[src/rtl/mbist_march_ctrl.sv]
// mbist_march_ctrl: March C- initiator for a single-port memory.
// Runs E0 up(w0), E1 up(r0,w1), E2 up(r1,w0), E3 down(r0,w1), E4 down(r1,w0),
// E5 up(r0) over addresses 0..CAPACITY. rdata is checked two cycles after each
// read, and the first miscompare is captured.
// Ports:
//   clk, rst         rising-edge clock, synchronous active-high reset
//   start            one-cycle run request, ignored while busy
//   write_read       1 = write, 0 = read
//   address, wdata   memory address / write data (wdata set up a cycle early)
//   rdata            memory read data, two cycles after the read address
//   busy, done       test in progress / test complete (level)
//   fail             sticky first-miscompare flag
//   fail_addr, fail_element, fail_data  first-miscompare diagnostics
module mbist_march_ctrl #(
  parameter int DATA_WIDTH = 8,
  parameter int ADDR_WIDTH = 4,
  parameter int CAPACITY   = 15
) (
  input  logic                  clk,
  input  logic                  rst,
  input  logic                  start,
  output logic                  write_read,
  output logic [ADDR_WIDTH-1:0] address,
  output logic [DATA_WIDTH-1:0] wdata,
  input  logic [DATA_WIDTH-1:0] rdata,
  output logic                  busy,
  output logic                  done,
  output logic                  fail,
  output logic [ADDR_WIDTH-1:0] fail_addr,
  output logic [2:0]            fail_element,
  output logic [DATA_WIDTH-1:0] fail_data
);

  typedef enum logic [2:0] {
    S_IDLE,
    S_SETUP,
    S_RUN,
    S_DRAIN,
    S_DONE
  } state_t;

  localparam logic [ADDR_WIDTH-1:0] LAST_ADDR = ADDR_WIDTH'(CAPACITY);
  localparam logic [ADDR_WIDTH-1:0] ADDR_ONE  = ADDR_WIDTH'(1);
  localparam logic [2:0]            LAST_ELEM = 3'd5;

  state_t                state;
  logic [2:0]            elem;
  logic                  op_idx;
  logic                  drain_cnt;

  // Two-stage read-compare pipeline
  logic                  s1_v, s2_v;
  logic [DATA_WIDTH-1:0] s1_exp, s2_exp;
  logic [ADDR_WIDTH-1:0] s1_addr, s2_addr;
  logic [2:0]            s1_elem, s2_elem;

  function automatic logic elem_down(input logic [2:0] e);
    return (e == 3'd3) || (e == 3'd4);
  endfunction

  function automatic logic elem_two_ops(input logic [2:0] e);
    return (e != 3'd0) && (e != 3'd5);
  endfunction

  function automatic logic [DATA_WIDTH-1:0] rd_bg(input logic [2:0] e);
    return ((e == 3'd2) || (e == 3'd4)) ? '1 : '0;
  endfunction

  function automatic logic [DATA_WIDTH-1:0] wr_bg(input logic [2:0] e);
    return ((e == 3'd1) || (e == 3'd3)) ? '1 : '0;
  endfunction

  function automatic logic [ADDR_WIDTH-1:0] first_addr(input logic [2:0] e);
    return elem_down(e) ? LAST_ADDR : '0;
  endfunction

  function automatic logic [ADDR_WIDTH-1:0] end_addr(input logic [2:0] e);
    return elem_down(e) ? '0 : LAST_ADDR;
  endfunction

  logic last_op;
  logic last_addr;

  always_comb begin
    last_op   = !elem_two_ops(elem) || op_idx;
    last_addr = (address == end_addr(elem));
  end

  // Outputs describe the operation currently presented to the memory; each
  // edge computes the next one. A RUN cycle with write_read=0 is a real read.
  always_ff @(posedge clk) begin
    if (rst) begin
      state        <= S_IDLE;
      elem         <= '0;
      op_idx       <= 1'b0;
      drain_cnt    <= 1'b0;
      write_read   <= 1'b0;
      address      <= '0;
      wdata        <= '0;
      busy         <= 1'b0;
      done         <= 1'b0;
      fail         <= 1'b0;
      fail_addr    <= '0;
      fail_element <= '0;
      fail_data    <= '0;
      s1_v         <= 1'b0;
      s1_exp       <= '0;
      s1_addr      <= '0;
      s1_elem      <= '0;
      s2_v         <= 1'b0;
      s2_exp       <= '0;
      s2_addr      <= '0;
      s2_elem      <= '0;
    end else begin
      s1_v    <= (state == S_RUN) && !write_read;
      s1_exp  <= rd_bg(elem);
      s1_addr <= address;
      s1_elem <= elem;
      s2_v    <= s1_v;
      s2_exp  <= s1_exp;
      s2_addr <= s1_addr;
      s2_elem <= s1_elem;

      if (s2_v && (rdata != s2_exp) && !fail) begin
        fail         <= 1'b1;
        fail_addr    <= s2_addr;
        fail_element <= s2_elem;
        fail_data    <= rdata;
      end

      case (state)
        S_IDLE, S_DONE: begin
          if (start) begin
            state        <= S_SETUP;
            elem         <= '0;
            op_idx       <= 1'b0;
            write_read   <= 1'b0;
            address      <= first_addr(3'd0);
            wdata        <= wr_bg(3'd0);
            busy         <= 1'b1;
            done         <= 1'b0;
            fail         <= 1'b0;
            fail_addr    <= '0;
            fail_element <= '0;
            fail_data    <= '0;
          end
        end
        S_SETUP: begin
          state      <= S_RUN;
          op_idx     <= 1'b0;
          write_read <= (elem == 3'd0);
        end
        S_RUN: begin
          if (!last_op) begin
            op_idx     <= 1'b1;
            write_read <= 1'b1;
          end else if (!last_addr) begin
            address    <= elem_down(elem) ? (address - ADDR_ONE) : (address + ADDR_ONE);
            op_idx     <= 1'b0;
            write_read <= (elem == 3'd0);
          end else if (elem == LAST_ELEM) begin
            state      <= S_DRAIN;
            drain_cnt  <= 1'b0;
            write_read <= 1'b0;
          end else begin
            state      <= S_SETUP;
            elem       <= elem + 3'd1;
            address    <= first_addr(elem + 3'd1);
            wdata      <= wr_bg(elem + 3'd1);
            write_read <= 1'b0;
          end
        end
        S_DRAIN: begin
          write_read <= 1'b0;
          if (drain_cnt) begin
            state <= S_DONE;
            busy  <= 1'b0;
            done  <= 1'b1;
          end else begin
            drain_cnt <= 1'b1;
          end
        end
        default: state <= S_IDLE;
      endcase
    end
  end

endmodule
[config.mk]
export PLATFORM = sky130hd
export DESIGN_NAME = mbist_march_ctrl
export DESIGN_NICKNAME = d
export VERILOG_FILES = /design/src/rtl/mbist_march_ctrl.sv
export SDC_FILE = /design/constraint.sdc
export NUM_CORES = 1
export LEC_CHECK = 0
export CORE_MARGIN = 2
export CORE_UTILIZATION = 52
export CTS_CLUSTER_DIAMETER = 120
export DETAILED_ROUTE_END_ITERATION = 10
export HOLD_SLACK_MARGIN = 0.06
export PLACE_DENSITY = 0.79
export SETUP_SLACK_MARGIN = 0.15
export SYNTH_ARGS = -nofsm -noshare
export SYNTH_HDL_FRONTEND = slang
export SYNTH_SLANG_ARGS = --single-unit
[constraint.sdc]
create_clock -name clk -period 3.7 [get_ports clk]
set_input_delay 0.555 -clock clk [delete_from_list [all_inputs] [get_ports clk]]
set_output_delay 0.555 -clock clk [all_outputs]
set_load 0.05 [all_outputs]
* Yosys cells after proc, flatten, opt, wreduce, memory -nomap -nowiden
Cells that the tools add are included.
Word-level totals: latch bits 0, register bits after elaboration 71, output and inout bits 31, memories kept 0, bits in read-only memories 0, logic and storage cells 128, memory bits (writable) 0
Cells by class: multipliers 0, reductions and logical operators 28, equal/unequal tests 22, $add $sub $neg 3, mux-type cells 54, div/mod/pow operators 0, magnitude comparators 0, shift-type cells 0, bitwise operators 0
Operators with widths (count):
- $mux W8 | 9
- $mux W4 | 10
- $mux W3 | 11
- $pmux W8 S2 | 1
- $eq A3 B2 Y1 const B | 5
- $mux W1 | 14
- $eq A3 B3 Y1 const B | 4
- $pmux W3 S4 | 1
- $reduce_and A4 Y1 | 3
- $ne A2 B2 Y1 const B | 5
- $ne A3 B3 Y1 const B | 3
- $ne A8 B8 Y1 | 1
- $pmux W4 S2 | 1
- $eq A3 B1 Y1 const B | 2
- $logic_not A3 Y1 | 2
- $pmux W1 S2 | 3
- $pmux W3 S2 | 1
- $reduce_and A3 Y1 | 2
- $reduce_bool A2 Y1 | 3
- $reduce_bool A3 Y1 | 2
- $logic_or A1 B1 Y1 | 5
- $reduce_and A5 Y1 | 1
- $add A4 B1 Y4 const B | 1
- $eq A4 B4 Y1 | 1
- other kinds (11) | 16

* Longest topological paths before layout
Gate-level depths: netlist of the first run.
depth in word-level cells 8, gate-level depth with buffers 10, depth with buffers taken out 10

* Least setup slack after synthesis of the first run
OpenSTA, ideal clock, no wires.
path type register -> register, start reg elem[0], end reg address[0], setup slack 1.035 ns, data required time 3.579 ns, cell stages (with the launch flop) 10, arrival time 2.544 ns, clock period less this slack 2.665 ns, path through dfxtp_1 inv_1 ha_1 mux2i_4 inv_1 ha_1 and4bb_2 mux2_2 a22oi_4 mux2_2
On the way: longest elaborated chain between the ends 8, elaborated cells on any way between the ends 24, classes of those cells add/sub (1); eq/ne (9); mux (7); reduce/logical (7)
RTL lines:
- start, declared | RTL line 47 | logic [2:0] elem;
- start signal, assigned | RTL line 167 | elem <= elem + 3'd1;
- $add A3 B1 Y3 | RTL line 168 | address <= first_addr(elem + 3'd1);
- $eq A3 B2 Y1 or $eq A3 B3 Y1 (tied branches) | RTL line 58 | return (e == 3'd3) || (e == 3'd4);
- $logic_or A1 B1 Y1 | RTL line 58
- $mux W4 | RTL line 74 | return elem_down(e) ? LAST_ADDR : '0;
- $mux W4 | RTL line 161 | end else if (elem == LAST_ELEM) begin
- $mux W4 | RTL line 157 | end else if (!last_addr) begin
- $mux W4 | RTL line 154 | if (!last_op) begin
- $pmux W4 S2 | RTL line 131 | case (state)
- end signal, assigned | RTL line 138 | address <= first_addr(3'd0);
- end signal, assigned | RTL line 158 | address <= elem_down(elem) ? (address - ADDR_ONE) : (address + ADDR_ONE);
- end signal, assigned | RTL line 168
- end, declared | RTL line 23 | output logic [ADDR_WIDTH-1:0] address,
Parallel ways exist; a longest one is shown, timed or not. The select of a mux whose other input is x is not followed. A chain may end at the register's enable or synchronous reset.

* Final worst setup path of the first run
Ends and elaborated chain as after synthesis.

==> results of run 1 <==
-- placed cells by master, fill, tap and decap left out, types with 5 or more instances in the layout --
cell type	instances
dfxtp_1	50
nand2_1	12
nor2_1	33
ha_1	7
o21ai_0	7
nor2b_1	15
mux2_2	5
clkbuf_8	5
clkdlybuf4s50_1	41
a21oi_1	10
mux2i_1	17
-- cell usage after synthesis, types with 2 or more instances --
cell type	number
dfxtp_1	50
nor2_1	33
mux2i_1	17
nor2b_1	15
nand2_1	12
a21oi_1	10
buf_4	10
ha_1	7
o21ai_0	7
mux2_2	5
buf_2	4
inv_1	4
nand3b_1	4
nor3_1	4
xnor2_1	4
a31oi_1	3
clkbuf_1	3
a22oi_1	2
and2_1	2
nand2b_1	2
nand3_1	2
nand4_1	2
o21a_1	2
-- worst paths after layout --
path | to | slack (ps) | cells after the start
worst min-delay path | s2_addr[0] | 440 | 1
worst max-delay path | address[0] | 770 | 9
worst max register to register | address[0] | 770 | 9
worst min register to register | s2_addr[0] | 440 | 1
-- stage by stage --
step                hold slack, ps  total power, W
floorplan                      414        0.000698
global placement               419        0.000738
detailed placement             420        0.000739
CTS                            445         0.00107
global route                   462         0.00111
finish                         444         0.00106
-- per-layer routing --
metal / global-route usage (%) / up-vias / wire [um]
li1: - / 879 / -
met1: 23.2 / 802 / 2040
met2: 29.8 / 48 / 2030
met3: 3.56 / 4 / 200
met4: 6.50 / 0 / 57
met5: 0 / - / 0
-- cell families (layout without fill, tap and decap cells) --
group                    count (synthesis)  in the layout  synth area share, %
AND/OR/NAND/NOR                         89             89                 21.5
multiplexers                            24             24                 11.3
buffers and inverters                   24             54                 6.09
adder cells (fa/ha/maj)                  8              8                 4.64
AO/OA/AOI/OAI                           38             38                 11.8
flip-flops                              50             50                 43.1
XOR/XNOR                                 4              4                 1.51
-- cell type report --
class                   count  area [sq um]
fillers                   360          1550
multi-input cells         163          1180
flip-flops and latches     50          1000
repair buffers             42           418
clock buffers               5          68.8
well taps                  52          65.1
clock inverters             3          28.8
inverters                   4          15.0
-- state kept, by name, summed over array words and instances (netlist names), 3 cells and up --
register	count
fail_addr	4
fail_data	8
elem	3
address	4
s2_elem	3
s1_elem	3
state	3
s1_addr	4
s2_addr	4
fail_element	3
-- report_power, final --
part / total, W / internal [W] / switching (W)
Combinational: 0.000151 / 0.0000652 / 0.0000860
Clock: 0.000337 / 0.000142 / 0.000195
Sequential: 0.000575 / 0.000553 / 0.0000220
Total: 0.00106 / 0.000760 / 0.000303
==> impl_metrics.json, run 1 <==
{
  "dp_slack_ps": 794,
  "setup_tns_ps": 0,
  "htree_num_levels": 2,
  "rsz0062_at_grt": "false",
  "cts_buffer_depth": 2,
  "post_drt_via_cell_ratio": 5.43,
  "gp_congestion": 0.933,
  "yosysTopAreaCell": "dfxtp_1",
  "synth-seq-area-share_pct": 43.1,
  "dp.cells": 311,
  "syn-mean-instance-area_sq_um": 9.79,
  "path_class": "reg2reg",
  "rr_startpoint": "elem[0]",
  "num_io_pins": 42,
  "drive_gt1_share_pct": 10.1,
  "worstSkewPairLatency_ps": 300,
  "clk_pin_slew_worst_paths_ps": 100,
  "synthTopCellsByArea": "dfxtp_1, mux2i_1, nor2_1",
  "slowest_delay_ps": 400,
  "yosys_warnings": 0,
  "hold_class": "reg2reg",
  "dp_hpwl_um": 3090,
  "cpLargestDelayFamily": "multiplexers",
  "diodes": 0,
  "postSynthCellCount": 237,
  "cts_hold_buf": 0,
  "grt_overflow_total": 0,
  "ys_seq_elements": 50,
  "relSlewSlack_pct": 49.4,
  "area_growth_pct": 19.6,
  "setup_slack_ps": 772,
  "drv_cap": 0,
  "numCtsBuffers": 5,
  "route.vias.total": 1733,
  "slowest_stage": "dfxtp_1",
  "holdCritStartpoint": "s1_addr[0]",
  "clock_sinks": 50,
  "synth_top_area_share_pct": 43.1,
  "fin_crit_sh_pct": 79.1,
  "dieArea_sq_um": 5010,
  "hold_viol_final": 0,
  "cts_root_buffer": "clkbuf_8",
  "setup_violations": 0,
  "async_flop_share_pct": 0,
  "crit_buf_inv": 2,
  "cp_max_fo": 7,
  "synth_fp_nets": 256,
  "start_util_pct": 53.6,
  "drtIter0Drc": 97,
  "wl_per_cell_um": 13.6,
  "die_w_um": 70.8,
  "grt_pass1_wl_um": 7270,
  "p_leak_nw": 1.14,
  "irDropWorstVdd_v": 0.000211,
  "cp.required_ps": 3900,
  "dpl-instance-area_sq_um": 2680,
  "drc_errors": 0,
  "cts_tree": "built",
  "grt_max_degree": 22,
  "max_freq_ghz": 0.342,
  "io_buffers": 41,
  "end_kind": "register",
  "wl_um": 4320,
  "die_y_um": 70.8,
  "drtAntennaViolNets": 0,
  "synth_edf_count": 0,
  "grt_use_total_pct": 17.9,
  "instances_no_fill": 319,
  "core_area_sq_um": 4320,
  "worstMarginPinSlew_ps": 757,
  "grt_pass1_vias": 1571,
  "fin_area_sq_um": 2770,
  "firstDrtPassIters": 4,
  "final_max_slew_viol_count": 0,
  "status": "finished, final reports clean",
  "cts_resized": 0,
  "netlist_area_sq_um": 2320,
  "worst_setup_path_start_kind": "register",
  "cp-startpoint": "elem[0]",
  "cts_setup_buffers": 0,
  "nets": 285,
  "p_per_area_nw_per_um2": 383,
  "antenna_found_initial": 0,
  "worstPathArrival_ps": 3130,
  "period_minus_slack_ps": 2930,
  "finClkSkew_ps": 4.41,
  "path_cells": "inv_1 -> ha_1 -> mux2i_4 -> inv_1 -> ha_1 -> and4bb_2 -> mux2_2 -> a22oi_4 -> mux2_2",
  "ys.flop_type": "dfxtp_1",
  "rows": 24,
  "utilization_pct": 64.1,
  "yosysUniqueCellTypes": 56
}
(Power assumes the default switching activity.)
==> inputs of run 2 (changes only) <==
CORE_UTILIZATION = 47   (was 52)
PLACE_DENSITY = 0.76   (was 0.79)
clock period = 2.35 ns   (was 3.7 ns; I/O delays follow)
==> run 2 against run 1 <==
Sequential cell count unchanged. Combinational power grew 70%. Clock skew grew 3.8 ps. Non-clock buffer count up 20. Highest routed layer unchanged. Clock power increased by 83%.
==> impl_metrics.json, run 2 (synthesized netlist as in run 1, its figures left out) <==
{
  "status": "finished, final reports clean",
  "power_w": 0.00178,
  "htree_num_levels": 2,
  "mostFrequentLayoutCell": "dfxtp_1",
  "utilization_pct": 64.2,
  "route.vias.total": 1770,
  "wl_per_cell_um": 12.8,
  "nets": 305,
  "antenna_found_initial": 0,
  "area_growth_pct": 31.6,
  "hold_slack_ps": 442,
  "dp_hpwl_um": 3150,
  "diodes": 0,
  "cts_root_buffer": "clkbuf_8",
  "dieArea_sq_um": 5510,
  "largest_register": "fail_data",
  "fin_area_sq_um": 3050,
  "final_max_slew_viol_count": 0,
  "grt_max_degree": 18,
  "wl_um": 4520,
  "dp.cells": 333,
  "rows": 25,
  "num_io_pins": 42,
  "layout_common_cells": "dfxtp_1, clkdlybuf4s50_1, nor2_1",
  "grt_use_total_pct": 17.4,
  "cts_tree": "built",
  "max_freq_ghz": 0.437,
  "gp_congestion": 0.823,
  "dpl-instance-area_sq_um": 2820,
  "drv_cap": 0,
  "post_drt_via_cell_ratio": 5.00,
  "worstMarginPinSlew_ps": 531,
  "firstDrtPassIters": 4,
  "clock_sinks": 50,
  "drc_errors": 0,
  "numCtsBuffers": 5,
  "io_buffers": 41,
  "drtAntennaViolNets": 0,
  "path_class": "reg2reg",
  "hold_viol_final": 0,
  "clk_pin_slew_worst_paths_ps": 100,
  "p_per_area_nw_per_um2": 582,
  "drive_gt1_share_pct": 20.2,
  "grt_pass1_wl_um": 7400,
  "cts_buffer_depth": 2,
  "die_w_um": 74.3,
  "largest_reg_flops": 8,
  "cp_max_fo": 4,
  "finClkSkew_ps": 8.16,
  "start_util_pct": 48.8,
  "period_minus_slack_ps": 2290,
  "rsz0062_at_grt": "true",
  "fin_crit_sh_pct": 97.4,
  "hold_class": "reg2reg",
  "cp.required_ps": 2550,
  "p_leak_nw": 1.26,
  "end_kind": "register",
  "worstPathArrival_ps": 2490,
  "setup_violations": 0,
  "cts_hold_buf": 0,
  "relSlewSlack_pct": 64.2,
  "worstSkewPairLatency_ps": 300,
  "grt_pass1_vias": 1684,
  "worst_setup_path_start_kind": "register",
  "core_area_sq_um": 4750,
  "instances_no_fill": 354,
  "grt_overflow_total": 0,
  "die_y_um": 74.3,
  "irDropWorstVdd_v": 0.000335,
  "drtIter0Drc": 50
}
-- run 2: changes by cell type in the layout (fill, tap and decap cells not counted), moves of 2 or more --
cell,change
buf_4,+19
dfxtp_1,-2
inv_4,+2
ha_1,-4
mux2_4,+4
inv_1,-3
mux2_2,-4
ha_4,+3
-- run 2: per-stage QoR --
stage / TNS, ps / setup slack, ps
after detailed placement: 0 / 0.223
after CTS: 0 / 84.3
final: 0 / 60.0
after global routing: 0 / 0.332
after floorplan: -309 / -86.9
after global placement: 0 / 59.8
-- run 2: final timing paths --
| kind | endpoint | slack [ps] | depth (start not counted) | startpoint |
|---|---|---|---|---|
| hold / removal | s2_elem[2] | 440 | 1 | s1_elem[2] |
| setup reg to reg | address[0] | 60 | 9 | elem[1] |
| hold reg to reg | s2_elem[2] | 440 | 1 | s1_elem[2] |
| setup / recovery | address[0] | 60 | 9 | elem[1] |
-- run 2: report_power, final --
part | switching, W | internal (W) | leakage (nW) | total (W)
sequential | 0.0000341 | 0.000870 | 0.406 | 0.000904
clock | 0.000295 | 0.000323 | 0.0587 | 0.000618
combinational | 0.000141 | 0.000115 | 0.795 | 0.000256
-- run 2: worst max-delay path, cell delays in order (launching register included) --
cell	delay, ps
dfxtp_4	390
inv_4	40
ha_4	160
mux2i_4	160
inv_2	90
ha_4	260
and4bb_2	260
mux2_4	300
a22oi_4	210
mux2_4	330
-- run 2: timing repair --
item,4_1_cts,5_1_grt
pin swaps,5,9
buffers inserted,10,3
endpoints found under the setup margin,12,10
resized for setup,5,2
-- run 2: cell type report --
cell class / count / area, sq um
Sequential cell: 50 / 1010
Fill cell: 404 / 1700
Multi-Input combinational cell: 163 / 1250
Timing Repair Buffer: 62 / 581
Clock inverter: 3 / 47.5
Inverter: 4 / 20.0
Clock buffer: 5 / 68.8
Tap cell: 67 / 83.8
-- run 2: per-layer routing --
metal | vias up | GRT usage (%) | wire length [um]
met3 | 7 | 4.07 | 191
met5 | - | 0 | 0
met1 | 802 | 21.1 | 2080
li1 | 912 | - | -
met2 | 49 | 29.9 | 2170
met4 | 0 | 6.94 | 74
